**src/rtl/bcd_ascii_tx.sv**
```systemverilog
// bcd_ascii_tx: latches an N-digit BCD count and streams it out as an
// ASCII line (digits, optional '+', CR, LF) over a valid/ready byte port.
module bcd_ascii_tx #(
    parameter int Ndigit         = 3,
    parameter bit SUPPRESS_ZEROS = 1'b1
) (
    input  logic                  clk,
    input  logic                  rst,
    input  logic                  start,
    input  logic [Ndigit*4-1:0]   BCD,
    input  logic                  overflow,
    output logic [7:0]            tx_data,
    output logic                  tx_valid,
    input  logic                  tx_ready,
    output logic                  busy,
    output logic                  done
);

    localparam int IW = (Ndigit > 1) ? $clog2(Ndigit) : 1;

    typedef enum logic [2:0] {IDLE, DIGIT, OVF, CR, LF} state_t;

    state_t                state_q;
    logic [Ndigit*4-1:0]   bcd_q;
    logic                  ovf_q;
    logic [IW-1:0]         idx_q;
    logic                  lz_q;
    logic [7:0]            data_q;
    logic                  valid_q;
    logic                  busy_q;
    logic                  done_q;

    logic [3:0]            cur_d;
    logic [3:0]            nxt_d;
    logic                  lz_d;

    function automatic logic [7:0] dig_byte(input logic [3:0] d,
                                            input logic       lz,
                                            input logic       last);
        if (d > 4'd9)
            return 8'h3F;
        if (SUPPRESS_ZEROS && lz && (d == 4'd0) && !last)
            return 8'h20;
        return {4'h3, d};
    endfunction

    always_comb begin
        cur_d = 4'd0;
        nxt_d = 4'd0;
        for (int k = 0; k < Ndigit; k++) begin
            if (k == int'(idx_q))
                cur_d = bcd_q[k*4 +: 4];
            if (k == int'(idx_q) - 1)
                nxt_d = bcd_q[k*4 +: 4];
        end
        lz_d = lz_q && (cur_d == 4'd0);
    end

    // tx_valid is high in every non-IDLE state, so tx_ready alone marks a transfer
    always_ff @(posedge clk or negedge rst) begin
        if (!rst) begin
            state_q <= IDLE;
            bcd_q   <= '0;
            ovf_q   <= 1'b0;
            idx_q   <= '0;
            lz_q    <= 1'b0;
            data_q  <= 8'h00;
            valid_q <= 1'b0;
            busy_q  <= 1'b0;
            done_q  <= 1'b0;
        end else begin
            done_q <= 1'b0;
            unique case (state_q)
                IDLE: begin
                    if (start) begin
                        bcd_q   <= BCD;
                        ovf_q   <= overflow;
                        idx_q   <= IW'(Ndigit - 1);
                        lz_q    <= 1'b1;
                        data_q  <= dig_byte(BCD[(Ndigit-1)*4 +: 4], 1'b1,
                                            Ndigit == 1);
                        valid_q <= 1'b1;
                        busy_q  <= 1'b1;
                        state_q <= DIGIT;
                    end
                end
                DIGIT: begin
                    if (tx_ready) begin
                        lz_q <= lz_d;
                        if (idx_q != '0) begin
                            idx_q  <= idx_q - IW'(1);
                            data_q <= dig_byte(nxt_d, lz_d, idx_q == IW'(1));
                        end else if (ovf_q) begin
                            data_q  <= 8'h2B;
                            state_q <= OVF;
                        end else begin
                            data_q  <= 8'h0D;
                            state_q <= CR;
                        end
                    end
                end
                OVF: begin
                    if (tx_ready) begin
                        data_q  <= 8'h0D;
                        state_q <= CR;
                    end
                end
                CR: begin
                    if (tx_ready) begin
                        data_q  <= 8'h0A;
                        state_q <= LF;
                    end
                end
                LF: begin
                    if (tx_ready) begin
                        data_q  <= 8'h00;
                        valid_q <= 1'b0;
                        busy_q  <= 1'b0;
                        done_q  <= 1'b1;
                        state_q <= IDLE;
                    end
                end
                default: state_q <= IDLE;
            endcase
        end
    end

    assign tx_data  = data_q;
    assign tx_valid = valid_q;
    assign busy     = busy_q;
    assign done     = done_q;

endmodule

```
**config.mk**
```make
export PLATFORM = sky130hd
export DESIGN_NAME = bcd_ascii_tx
export DESIGN_NICKNAME = d
export VERILOG_FILES = /design/src/rtl/bcd_ascii_tx.sv
export SDC_FILE = /design/constraint.sdc
export NUM_CORES = 1
export LEC_CHECK = 0
export BUFFER_PORTS_ARGS = -buffer_cell sky130_fd_sc_hd__buf_4
export CAP_MARGIN = 5
export CORE_ASPECT_RATIO = 1.5
export CORE_MARGIN = 3
export CORE_UTILIZATION = 60
export DETAILED_ROUTE_END_ITERATION = 10
export PLACE_DENSITY_LB_ADDON = 0.15
export SETUP_SLACK_MARGIN = 0.2
export SLEW_MARGIN = 0
export SYNTH_ARGS = -nofsm -noshare
export SYNTH_HDL_FRONTEND = slang
export SYNTH_SLANG_ARGS = --single-unit
```
**constraint.sdc**
```tcl
create_clock -name clk -period 2.74 [get_ports clk]
set_input_delay 0.274 -clock clk [delete_from_list [all_inputs] [get_ports clk]]
set_output_delay 0.274 -clock clk [all_outputs]
set_load 0.01 [all_outputs]
```
**Word level (Yosys, flattened, before mapping)**

Index checks and enable logic that the tools add are counted.

- Register bits after elaboration: 29
- Output and inout bits: 11
- Logic and storage cells: 105

- $add $sub $neg: 2
- Order comparisons: 2
- Eq/ne operators: 16
- Muxes and demuxes: 57
- Reduce and logical (&&, ||, !) cells: 20

Operators by type and width:

| kind | count |
|---|---|
| 2-to-1 mux 8 bit | 14 |
| case mux 8 bit (5 select lines) | 1 |
| zero test 32 bit | 1 |
| 2-to-1 mux 4 bit | 6 |
| 2-to-1 mux 1 bit | 22 |
| 2-to-1 mux 3 bit | 6 |
| case mux 3 bit (5 select lines) | 1 |
| != test 2 bit, second input constant | 7 |
| zero test 4 bit | 3 |
| AND reduction 6 bit | 2 |
| greater-than comparator 4 bit, second input constant | 2 |
| equality test 3 x 2 -> 1 bit, second input constant | 2 |
| 2-to-1 mux 2 bit | 3 |
| 2-to-1 mux 6 bit | 1 |
| AND reduction 3 bit | 2 |
| nonzero test 2 bit | 3 |
| nonzero test 5 bit | 1 |
| equality test 2 bit, first input constant | 2 |
| case mux 1 bit (2 select lines) | 2 |
| case mux 2 bit (2 select lines) | 1 |
| AND reduction 4 bit | 1 |
| equality test 2 x 3 -> 1 bit, first input constant | 1 |
| equality test 3 x 1 -> 1 bit, second input constant | 1 |
| equality test 3 bit, first input constant | 1 |
| 9 further kinds | 11 |

**Longest topological paths before layout**

Gate-level depths: netlist of run 1.

- Word-level depth: 19
- Mapped depth: 8
- Mapped depth without buffers: 7

**Worst setup path after synthesis of run 1**

No wires, ideal clock.

- Kind: register -> register
- From: register idx_q[0]
- To: register data_q[3] (netlist: tx_data[3])
- Setup time: 0.128 ns
- Arrival time: 1.521 ns
- Path slack: 1.092 ns
- Stages on the path, launching flop included: 9
- Path buffers: 1
- Cell sequence: dfrtp_1 > inv_1 > ha_1 > buf_2 > a21oi_1 > a2bb2oi_2 > o31a_1 > o221ai_1 > o21ai_1

- Cells in the longest elaborated chain, start to end: 18
- Elaborated cells on any way between the ends: 37
- Those cells by class: add/sub: 1; order compare: 1; eq/ne: 5; mux: 21; reduce/logical: 9

RTL lines:

| element | RTL line | RTL |
|---|---|---|
| from (decl) | 26 | `logic [IW-1:0] idx_q;` |
| from (signal assigned) | 78 | `idx_q <= IW'(Ndigit - 1);` |
| from (signal assigned) | 91 | `idx_q <= idx_q - IW'(1);` |
| subtractor 2 x 1 -> 3 bit or zero test 2 bit (tied branches) | 53, 51 |  |
| zero test 32 bit or 2-to-1 mux 4 bit (tied branches) | 53, 51 |  |
| 2-to-1 mux 4 bit (on tied branches) (2 in series) | 53, 51 |  |
| 2-to-1 mux 4 bit or zero test 4 bit (tied branches) | 53, 56 |  |
| zero test 4 bit or logical AND 1 bit (tied branches) | 42, 56 |  |
| logical AND 1 bit (2 in series) | 42 | `if (SUPPRESS_ZEROS && lz && (d == 4'd0) && !last)` |
| 2-to-1 mux 1 bit (2 in series) | 42 |  |
| 2-to-1 mux 1 bit | 90 | `if (idx_q != '0) begin` |
| 2-to-1 mux 1 bit | 88 | `if (tx_ready) begin` |
| 2-to-1 mux 1 bit | 73 | `unique case (state_q)` |
| 2-to-1 mux 8 bit | 44 | `return {4'h3, d};` |
| 2-to-1 mux 8 bit | 42 |  |
| 2-to-1 mux 8 bit * | 90 |  |
| 2-to-1 mux 8 bit * | 88 |  |
| case mux 8 bit (5 select lines) * | 73 |  |
| to (signal assigned) | 80 | `data_q <= dig_byte(BCD[(Ndigit-1)*4 +: 4], 1'b1,` |
| to (signal assigned) | 92 | `data_q <= dig_byte(nxt_d, lz_d, idx_q == IW'(1));` |
| to (decl) | 28 | `logic [7:0] data_q;` |

Mark *: on every way between the ends. The rest lies on a longest branch, timed or not. The select of a mux whose other input is x is not followed.
A chain may end at the register's enable or synchronous reset.

**Worst setup path in the final report of run 1**

Ends and elaborated chain as after synthesis.

==> key figures, run 1 <==
Outcome
  – Run status: complete, no violations

Clock tree
  – CTS Buffer Depth: 2
  – Sink Count: 27
  – CTS tree: built
  – Worst-path clk slew: between 0.1 and 0.15 ns
  – Root Driver: clkbuf_4
  – Clk_lat worst skew: 0.32 ns
  – H-tree level count: 1
  – Num CTS Buffers: 3

Synthesis
  – Asr flop ratio synth: 100%
  – Number of flops mapped to enable cells by yosys: 0
  – Cells after Synth: 166
  – Most used flip-flop cell after synthesis: dfrtp_1
  – Ranking of synthesized cells by area: dfrtp_1, mux2_2, mux2_1, ha_1, nor2_1
  – Syn_area_per_cell: 10.1 µm²
  – Distinct cells, synth: 50
  – Synthesized area: between 1500 and 2000 µm²
  – Most frequent cells after synthesis: dfrtp_1, nor2_1, a21oi_1, nand2_1, inv_1
  – Most frequent cell after synthesis: dfrtp_1
  – Synth warnings: 0
  – Biggest area consumer among synthesized cells: dfrtp_1
  – Flops & latches, synth: 27
  – Top cell type's share of synthesized area: between 40% and 50%
  – Seq/Total Area, Yosys: 40.3%

Final layout
  – Layout cell share with drive strength beyond 1: between 20 and 30%
  – Multi-input combinational cell area: around 900 µm²
  – Final Util: 73.9%
  – Area Overhead vs Synth: 12.7%
  – Post-route cell area: 1890 µm²
  – Nets@finish: 212
  – FF+latch area: approximately 680 µm²
  – FILL cells: 203
  – Ant. Diodes: 0

Detailed routing
  – First-pass DRT Iterations: 4
  – Vias per cell: 5.99
  – Total number of vias: around 1300
  – Remaining DRCs: 0
  – Drt initial violations: 59
  – DRT Wirelength: roughly 3700 µm
  – DRT antenna net count: 0
  – WL/cell: between 15 and 20 µm

Timing
  – Final worst-path cycle share: 69.4%
  – Fmax: 526 MHz
  – Final setup TNS: 0 ns
  – Final clock skew: a little under 0.005 ns
  – Relative slew slack: 52.1%
  – RSZ-0062 raised after global routing: false
  – # setup viols final: 0
  – Final Worst Setup Slack: approximately 0.84 ns
  – Minimum clock period: 1.90 ns
  – Slew Limit Fails: 0
  – Worst-Margin Slew: 0.719 ns
  – Final Hold Viols: 0

Worst hold path
  – Worst min path class: input pin to flop

Floorplanning
  – Die Y: 70.8 µm
  – Ports: 28
  – Die area: roughly 3500 µm²
  – Core footprint: around 2600 µm²
  – Die Width: 49.2 µm
  – Row count: 22
  – Initial Utilization: roughly two thirds

Setup path
  – WP data required: around 3.0 ns
  – Crit path arrival time: 2.12 ns
  – CP Max Fanout: 11
  – Worst Setup Path Type: flop to flop
  – Critical path endpoint category: flop
  – Worst setup SP type: flop

Global route
  – First-pass GRT wire length: about 6400 µm
  – Gr usage total: 23.2%
  – Vias in the first global route: 1416
  – Pin count of the biggest net entering global routing: 28
  – Initial antenna violation count: 0
  – GRT overflow: 0

Placed design
  – Placer Congestion: just over 0.9
  – Dpl hpwl: 2900 µm
  – Placed Area: about 1900 µm²
  – Port Buffers: 25
  – Pre-CTS worst setup slack: 0.895 ns

Power and ir drop
  – Pleak: 0.841 nW
  – Power, Total: 2.10 mW
  – Power Dens Cells: 1110 nW/µm²
  – VDD IR max: 0.759 mV

Run
  – Max Cap Viol: 0
## through the flow
step / instances / hold WS, ns
after floorplan: 167 / -0.0216
after global placement: 220 / 0.199
after detailed placement: 220 / 0.202
after CTS: 225 / 0.171
after global routing: 225 / 0.162
final: 225 / 0.162
## per-layer routing
layer / up-vias / track usage (%) / wire (µm)
met5: - / 0 / 0
met4: 0 / 10.8 / 143
met3: 14 / 3.37 / 128
met2: 50 / 42.5 / 2070
met1: 640 / 25.9 / 1370
li1: 643 / - / -
## worst max-delay path, cell delays in order, from the launching register on
cell,delay [ns]
dfrtp_1,0.45
inv_1,0.14
ha_1,0.36
nand3b_1,0.20
a2bb2oi_2,0.13
o31a_1,0.26
o221ai_1,0.17
o21ai_1,0.09
## logic make-up (layout without fill, tap and decap cells)
logic type / count (synthesis) / count (layout) / synth area share, %
AND/OR/NAND/NOR: 51 / 51 / 18.0
adder cells (fa/ha/maj): 5 / 5 / 3.73
other: 1 / 2 / 0.223
AO/OA/AOI/OAI: 43 / 43 / 18.6
multiplexers: 18 / 18 / 11.7
flip-flops: 27 / 27 / 40.3
buffers and inverters: 20 / 42 / 6.49
XOR/XNOR: 1 / 1 / 0.970
## placed cells by master, fill, tap and decap left out, drive strengths merged, types with 2 or more instances in the layout
cell type / instances
dfrtp: 27
buf: 26
nor2: 17
nand2: 13
mux2: 13
a21oi: 11
inv: 11
a31oi: 6
nor3: 6
mux2i: 5
nor4: 5
ha: 5
o21ai: 5
clkbuf: 4
nand3b: 3
o2bb2ai: 3
o22ai: 2
o21a: 2
o221ai: 2
nand4: 2
conb: 2
nand2b: 2
## power by group
group	total, mW	internal, mW	switching [mW]
Combinational	1.13	0.535	0.596
Sequential	0.797	0.582	0.216
Clock	0.172	0.0570	0.115
Total	2.10	1.17	0.927
## final cells by class
type / instances / share of cell area (%)
clock buffer: 4 / 1.39
inverter: 11 / 2.18
multi-input combinational: 120 / 47.5
sequential: 27 / 35.7
tap: 36 / 2.38
timing repair buffer: 27 / 10.9
## worst paths after layout
kind                         endpoint  slack, ns      from  depth (start not counted)
max in group asynchronous    bcd_q[6]       2.11       rst                          2
min in group asynchronous  tx_data[2]       0.38       rst                          2
min                          bcd_q[0]       0.16    BCD[0]                          2
min reg2reg                  bcd_q[0]       0.54  bcd_q[0]                          1
max reg2reg                tx_data[3]       0.84  idx_q[0]                          7
max                        tx_data[3]       0.84  idx_q[0]                          7
## timing repair
| action | 4_1_cts | 5_1_grt |
|---|---|---|
| resized for setup | 0 | 0 |
| hold buffers | 1 | 0 |
| hold endpoints to repair | 27 | 0 |
| setup buffers | 0 | 0 |
## state kept, by name (all words and copies together), names as in the netlist
| signal | flops |
|---|---|
| ovf_q | 1 |
| tx_data | 6 |
| lz_q | 1 |
| state_q | 3 |
| bcd_q | 12 |
| done | 1 |
| idx_q | 2 |
| busy | 1 |
(Power assumes the default switching activity.)
==> run 2: changes to the inputs <==
Settings changed: CORE_UTILIZATION 60 to 56.
Clock period 2.74 ns to 1.8 ns, I/O delays scaled along.
==> key figures, run 2 (synthesized netlist as in run 1, its figures left out) <==
Outcome
  – Run status: complete, no violations

Final layout
  – Multi-input combinational cell area: 1050 µm² (+17%)
  – Area Overhead vs Synth: 30.2%
  – FILL cells: 179 (-12%)
  – Final Util: 79.1% (+5.2 points)
  – Finished Layout Cells: 239 (+6.2%)
  – Nets@finish: 225 (+6.1%)
  – Layout cell share with drive strength beyond 1: 43.1% (+17 points)
  – Ant. Diodes: 0 (unchanged)
  – FF+latch area: 679 µm² (+0.56%)
  – Largest register FFs: 12 (unchanged)
  – Commonest cells after routing, fill and taps aside: buf_4, dfrtp_1, nor2_1
  – Top reg by flops: bcd_q
  – Commonest non-fill, non-tap cell in the layout: buf_4

Clock tree
  – CTS tree: built
  – Sink Count: 27 (unchanged)
  – Root Driver: clkbuf_8
  – Worst-path clk slew: 0.09 ns (-0.05 ns)
  – H-tree level count: 1 (unchanged)
  – CTS Buffer Depth: 2 (unchanged)
  – Num CTS Buffers: 3 (unchanged)
  – Clk_lat worst skew: 0.29 ns (-0.03 ns)

Floorplanning
  – Row count: 23 (+4.5%)
  – Die Width: 50.7 µm (+3.1%)
  – Die area: 3700 µm² (+6.4%)
  – Core footprint: 2760 µm² (+7.9%)
  – Ports: 28 (unchanged)
  – Initial Utilization: 60.7% (-4.8 points)
  – Die Y: 73.0 µm (+3.2%)

Global route
  – Gr usage total: 24.8% (+1.5 points)
  – GRT overflow: 0 (unchanged)
  – First-pass GRT wire length: 6910 µm (+8.4%)
  – Initial antenna violation count: 0 (unchanged)
  – Vias in the first global route: 1498 (+5.8%)
  – Pin count of the biggest net entering global routing: 28 (unchanged)

Timing
  – Slew Limit Fails: 0 (unchanged)
  – Relative slew slack: 60.4% (+8.4 points)
  – Minimum clock period: 1.71 ns (-0.188 ns)
  – Final worst-path cycle share: 95.3% (+26 points)
  – Hold Worst Slack: 0.106 ns (-0.0560 ns)
  – Fmax: 583 MHz (+11%)
  – Worst-Margin Slew: 0.588 ns (-0.131 ns)
  – Final clock skew: 0.00523 ns (+0.000320 ns)
  – RSZ-0062 raised after global routing: true
  – Final Hold Viols: 0 (unchanged)
  – # setup viols final: 0 (unchanged)
  – Final Worst Setup Slack: 0.0853 ns (-0.752 ns)

Power and ir drop
  – Power Dens Cells: 1850 nW/µm² (+66%)
  – Power, Total: 4.04 mW (+92%)
  – VDD IR max: 1.43 mV (+88%)
  – Pleak: 0.933 nW (+11%)

Detailed routing
  – First-pass DRT Iterations: 4 (unchanged)
  – Total number of vias: 1476 (+9.6%)
  – DRT antenna net count: 0 (unchanged)
  – Vias per cell: 6.18 (+3.2%)
  – WL/cell: 19.3 µm (+17%)
  – Drt initial violations: 61 (+3.4%)
  – DRT Wirelength: 4620 µm (+24%)
  – Remaining DRCs: 0 (unchanged)

Placed design
  – Dpl hpwl: 2950 µm (+1.7%)
  – Port Buffers: 25 (unchanged)
  – Pre-CTS worst setup slack: -0.0622 ns (-0.957 ns)
  – Placer Congestion: 0.955 (+2.3%)
  – Post-Place Cells: 227 (+3.2%)

Setup path
  – Crit path arrival time: 1.89 ns (-0.23 ns)
  – Worst Setup Path Type: flop to flop
  – Critical path endpoint category: flop
  – CP Max Fanout: 6 (-5)
  – WP data required: 1.97 ns (-0.99 ns)
  – Worst setup SP type: flop

Worst hold path
  – Worst min path class: input pin to flop

Run
  – Max Cap Viol: 0 (unchanged)
run 2: metrics by stage:
step	area [µm²]	setup TNS [ns]
2_1_floorplan	1690	0
3_3_place_gp	1920	0
3_5_place_dp	1920	-0.0622
4_1_cts	2040	0
5_1_grt	2180	0
6_report	2180	0
run 2: repair_timing:
item / in CTS / in global routing
hold endpoints to repair: 27 / 0
setup buffers: 2 / 5
endpoints found under the setup margin: 7 / 20
gates resized for setup: 11 / 24
pin swaps: 1 / 13
hold buffers: 1 / 0
run 2: path summary, 6_finish.rpt:
kind                            start          to  slack, ns  cells past startpoint
max                          idx_q[1]        lz_q       0.09                      7
min                          overflow       ovf_q       0.11                      2
max reg2reg                  idx_q[1]        lz_q       0.09                      7
min reg2reg                tx_data[3]  tx_data[3]       0.54                      2
max in group asynchronous         rst  state_q[0]       1.18                      2
min in group asynchronous         rst        busy       0.33                      2
run 2: final cells by class:
cell class / instances / area share (%)
inverters: 11 / 2.00
multi-input cells: 120 / 47.9
clock buffers: 4 / 2.06
well taps: 37 / 2.12
repair buffers: 40 / 14.8
flip-flops and latches: 27 / 31.1
run 2: report_power, final:
group / leakage (nW) / switching [mW] / total [mW] / internal (mW)
Clock: 0.0228 / 0.205 / 0.365 / 0.160
Sequential: 0.316 / 0.325 / 1.22 / 0.895
Combinational: 0.594 / 1.27 / 2.45 / 1.18
Total: 0.933 / 1.80 / 4.04 / 2.23
run 2: critical path: stages (launching register included):
cell	delay (ns)
dfrtp_2	0.46
inv_2	0.12
ha_4	0.17
inv_1	0.12
nor4_4	0.23
nor3_2	0.09
nor4_1	0.30
nor2_1	0.10
run 2: routing by layer:
metal | vias up | global-route usage (%) | wire length (µm)
li1 | 673 | - | -
met4 | 0 | 11.4 | 292
met2 | 63 | 48.1 | 2530
met5 | - | 0 | 0
met1 | 713 | 24.9 | 1600
met3 | 27 | 4.09 | 200
